[config.mk]
export PLATFORM = sky130hd
export DESIGN_NAME = add_sub_pipe
export DESIGN_NICKNAME = d
export VERILOG_FILES = /design/src/rtl/add_sub_pipe.sv
export SDC_FILE = /design/constraint.sdc
export NUM_CORES = 1
export LEC_CHECK = 0
export BUFFER_PORTS_ARGS = -buffer_cell sky130_fd_sc_hd__buf_2
export CELL_PAD_IN_SITES_DETAIL_PLACEMENT = 1
export CELL_PAD_IN_SITES_GLOBAL_PLACEMENT = 1
export CORE_ASPECT_RATIO = 1.25
export CORE_MARGIN = 1.5
export CORE_UTILIZATION = 28
export DETAILED_ROUTE_END_ITERATION = 10
export PLACE_DENSITY_LB_ADDON = 0.1
export SETUP_SLACK_MARGIN = 0.5
export SYNTH_ARGS = -nofsm -noshare
export SYNTH_HDL_FRONTEND = slang
export SYNTH_SLANG_ARGS = --single-unit
[constraint.sdc]
create_clock -name clk -period 1.95 [get_ports clk]
set_input_delay 0.195 -clock clk [delete_from_list [all_inputs] [get_ports clk]]
set_output_delay 0.195 -clock clk [all_outputs]
set_load 0.005 [all_outputs]
[src/rtl/add_sub_pipe.sv]
// Pipelined WIDTH-bit adder/subtractor with valid/ready handshake.
// The carry chain is cut into STAGES slices; operands and partial sums travel in skew registers.
module add_sub_pipe #(
    parameter int WIDTH  = 8,
    parameter int STAGES = 2
) (
    input  logic             clk,
    input  logic             rst,
    input  logic             in_valid,
    output logic             in_ready,
    input  logic [WIDTH-1:0] a,
    input  logic [WIDTH-1:0] b,
    input  logic             cin,
    input  logic             sub,
    output logic             out_valid,
    input  logic             out_ready,
    output logic [WIDTH-1:0] sum,
    output logic             cout,
    output logic             zero,
    output logic             ovf
);

    localparam int S = WIDTH / STAGES;

    logic             vld_q   [STAGES];
    logic             vld_d   [STAGES];
    logic [WIDTH-1:0] a_q     [STAGES];
    logic [WIDTH-1:0] a_d     [STAGES];
    logic [WIDTH-1:0] b_q     [STAGES];
    logic [WIDTH-1:0] b_d     [STAGES];
    logic [WIDTH-1:0] sum_q   [STAGES];
    logic [WIDTH-1:0] sum_d   [STAGES];
    logic             carry_q [STAGES];
    logic             carry_d [STAGES];
    logic             zero_q;
    logic             zero_d;
    logic             ovf_q;
    logic             ovf_d;
    logic             msb_cin_s;
    logic             advance_s;

    // The whole pipeline moves as one; bubbles are never collapsed.
    assign advance_s = !vld_q[STAGES-1] || out_ready;

    for (genvar k = 0; k < STAGES; k++) begin : g_stage
        logic             v_in_s;
        logic [WIDTH-1:0] a_in_s;
        logic [WIDTH-1:0] b_in_s;
        logic [WIDTH-1:0] s_in_s;
        logic             c_in_s;
        logic [S:0]       slice_s;
        logic [WIDTH-1:0] s_next_s;

        if (k == 0) begin : g_first
            // Subtraction is a + ~b + 1, so B is inverted once on entry.
            assign v_in_s = in_valid;
            assign a_in_s = a;
            assign b_in_s = sub ? ~b : b;
            assign c_in_s = sub ? 1'b1 : cin;
            assign s_in_s = {WIDTH{1'b0}};
        end else begin : g_next
            assign v_in_s = vld_q[k-1];
            assign a_in_s = a_q[k-1];
            assign b_in_s = b_q[k-1];
            assign c_in_s = carry_q[k-1];
            assign s_in_s = sum_q[k-1];
        end

        assign slice_s = {1'b0, a_in_s[k*S +: S]} + {1'b0, b_in_s[k*S +: S]}
                       + {{S{1'b0}}, c_in_s};

        // Merge this stage's slice into the partial sum carried from upstream.
        always_comb begin
            s_next_s            = s_in_s;
            s_next_s[k*S +: S]  = slice_s[S-1:0];
        end

        assign vld_d[k]   = v_in_s;
        assign a_d[k]     = a_in_s;
        assign b_d[k]     = b_in_s;
        assign sum_d[k]   = s_next_s;
        assign carry_d[k] = slice_s[S];

        if (k == STAGES - 1) begin : g_last
            // Carry into the MSB recovered from the MSB's own sum bit.
            assign msb_cin_s = a_in_s[WIDTH-1] ^ b_in_s[WIDTH-1] ^ s_next_s[WIDTH-1];
        end
    end

    assign zero_d = (sum_d[STAGES-1] == {WIDTH{1'b0}});
    assign ovf_d  = msb_cin_s ^ carry_d[STAGES-1];

    // Stage registers; data only loads behind a valid so outputs stay zero after reset.
    always_ff @(posedge clk) begin
        if (rst) begin
            for (int k = 0; k < STAGES; k++) begin
                vld_q[k]   <= 1'b0;
                a_q[k]     <= {WIDTH{1'b0}};
                b_q[k]     <= {WIDTH{1'b0}};
                sum_q[k]   <= {WIDTH{1'b0}};
                carry_q[k] <= 1'b0;
            end
            zero_q <= 1'b0;
            ovf_q  <= 1'b0;
        end else if (advance_s) begin
            for (int k = 0; k < STAGES; k++) begin
                vld_q[k] <= vld_d[k];
                if (vld_d[k]) begin
                    a_q[k]     <= a_d[k];
                    b_q[k]     <= b_d[k];
                    sum_q[k]   <= sum_d[k];
                    carry_q[k] <= carry_d[k];
                end
            end
            if (vld_d[STAGES-1]) begin
                zero_q <= zero_d;
                ovf_q  <= ovf_d;
            end
        end
    end

    assign in_ready  = advance_s;
    assign out_valid = vld_q[STAGES-1];
    assign sum       = sum_q[STAGES-1];
    assign cout      = carry_q[STAGES-1];
    assign zero      = zero_q;
    assign ovf       = ovf_q;

endmodule

==> results.cfg <==
[cts]
cts_buffers = 3
clk_pin_slew_ns = 0.09
cts_sinks = 26
cts_tree = yes
cts_root_buffer = clkbuf_8
cts-hold-fix-buffers = 0
cts_max_level = 1
cts.path.max_buffers = 2
clk-insertion-delay-late_ns = 0.27

[placed_design]
gp_congestion = 0.739
io_buffers = 34
place.detailed.hpwl_mm = 1.97
dp_cells = 197
placed_cell_area_mm2 = 0.00165

[timing]
hold_violations = 0
setup_ws_ns = -0.0392
fin_crit_sh_pct = 102
finalMaxSlewViolations = 0
tightest_slew_ns = 0.455
fmax_mhz = 503
relSlewSlack_pct = 69.7
setup_viol = 1
clock_skew_ns = 0.00410
rsz0062_at_grt = yes
period_needed_ns = 1.99

[hold_path]
hold_start = rst
min_path_cells = 2
hold_end = ovf
min-delay-path-class = in -> reg

[floorplanning]
core_area_mm2 = 0.00473
die_w_um = 65.7
rows = 28
die_h_um = 81.3
num_io_pins = 35
initial_core_util_pct = 29.0
die_area_mm2 = 0.00534

[worst_setup_path]
path_class = reg -> reg
crit_path_start_kind = register
crit_fanout = 2
timing.rr.start = a_q[0][4]
required_ns = 2.17
worstRegToRegCells = 6
crit_chain = fa_2 -> inv_2 -> fa_2 -> or4b_4 -> nor4_4 -> a31o_1
reg2reg_setup_slack_ns = -0.04
crit_path_end_kind = register
r2r-end = zero
cpMostUsedCell = fa_2
arrival_ns = 2.20
critical-path-slowest-cell = fa_2
critical-path-max-stage-delay_ns = 0.52

[final_layout]
fin_util_pct = 37.7
nets = 177
final_cells = 204
drive_gt1_share_pct = 44.4
fill_cells = 524
insertedDiodeCount = 0
layout_common_cells = buf_2 (32), edfxtp_1 (24), and2_1 (13)
syn2layout_area_growth_pct = 29.7
layout_commonest_cell = buf_2
final_cell_area_mm2 = 0.00178

[route]
detail_route.wl_per_cell_um = 12.0
firstDrtPassIters = 2
vias_per_cell = 4.30
route.detailed.drc = 0
drt-initial-drc-count = 25
wirelength_mm = 2.45
final_antenna_net_count = 0
vias = 878

[yosys]
synth_seq_cells = 26
synth_ff_type = edfxtp_1
ys_seq_area_share_pct = 55.4
synthTopCellsByArea = edfxtp_1 (52%), and2_1 (6.4%), fa_1 (5.8%)
yosys.area.top_type = edfxtp_1
async_flop_share_pct = 0
synth_nets = 136
synthDistinctLibCells = 23
synth.avg_cell_area_um2 = 13.2
ys.warnings.count = 0
synth_edf_count = 24
synthDominantCellAreaShare_pct = 52.5
netlist_area_mm2 = 0.00137
syn_inst = 104

[run]
cap_violations = 0

[run_status]
status = complete, but fails checks
violations = negative setup slack

[power]
vdd_drop_max_mv = 0.234
p_leak_uw = 0.000760
powerDensity_mw_per_mm2 = 745

[grt]
grt_pass1_vias = 897
grt_max_degree = 15
gr-total-overflow = 0
grt_pass1_wl_mm = 4.02
antenna_found_initial = 0
grt_use_total_pct = 10.0
## flip-flops by register name, summed over array words and instances, names as in the netlist
register	flops
zero	1
a_q	4
sum_q	12
carry_q	2
vld_q	2
ovf	1
b_q	4
## routing by layer
layer	up-vias	GRT usage [%]	share of wire, %
li1	438	-	-
met1	409	11.1	39
met2	27	18.7	54
met3	4	1.66	4.2
met4	0	4.38	2.0
met5	-	0	0
## where the power goes
part           internal, uW  switching, uW
sequential              675           24.5
clock                   141            162
combinational           169            156
## repair_timing
item,in CTS,in global routing
buffers inserted,3,0
pin swaps,18,3
setup endpoints to repair,33,12
gates resized for setup,12,3
endpoints found under the hold margin,0,0
## synth_stat cells, drive strengths merged, types with 2 or more instances
library cell / number
nor2: 12
xnor2: 6
buf: 3
inv: 4
and2: 15
nand2b: 2
fa: 4
a21oi: 5
dfxtp: 2
ha: 6
a21o: 5
edfxtp: 24
or2: 2
xor2: 7
## logic make-up after synthesis
group	after synthesis	share of synthesized area [%]
AOI/OAI and AO/OA	14	7.01
xor gates and xnor gates	13	8.29
adders and majority gates	10	11.3
buffers and inverters	7	3.10
DFF	26	55.4
and+or+nand+nor	34	14.9
## through the flow
step / hold WS (ns) / TNS (ns) / worst slack, ns / power, uW
final: 0.179 / -0.0392 / -0.0392 / 1330
after global routing: 0.181 / -0.0936 / -0.0936 / 1410
after CTS: 0.174 / -0.0564 / -0.0564 / 1340
after detailed placement: 0.462 / -0.144 / -0.0790 / 997
after global placement: 0.454 / -0.0674 / -0.0674 / 986
after floorplan: 0.267 / 0 / 0.0361 / 907
## worst max-delay path by stage
stage | start | to | slack [ns] | cells past startpoint
floorplan | sub | carry_q[0][0] | 0.04 | 7
global placement | sub | carry_q[0][0] | -0.07 | 7
detailed placement | sub | carry_q[0][0] | -0.08 | 7
CTS | a_q[0][4] | zero | -0.06 | 6
global route | a_q[0][4] | zero | -0.09 | 6
finish | a_q[0][4] | zero | -0.04 | 6
## worst max-delay path, delay by kind of cell, from the launching register on
kind,cells,cell delay (ns)
adder cells (fa/ha/maj),2,0.75
AO/OA/AOI/OAI,1,0.16
AND/OR/NAND/NOR,2,0.61
buffers and inverters,1,0.04
flip-flops,1,0.38
## area by class of cell
class	instances	area, um2	area share (%)
Sequential cell	26	761	42.7
Timing Repair Buffer	39	231	13.0
Clock inverter	1	3.75	0.211
Clock buffer	3	41.3	2.32
Tap cell	60	75.1	4.21
Inverter	4	15.0	0.843
Multi-Input combinational cell	71	654	36.7
No activity file was read; power rests on OpenSTA's default activity.
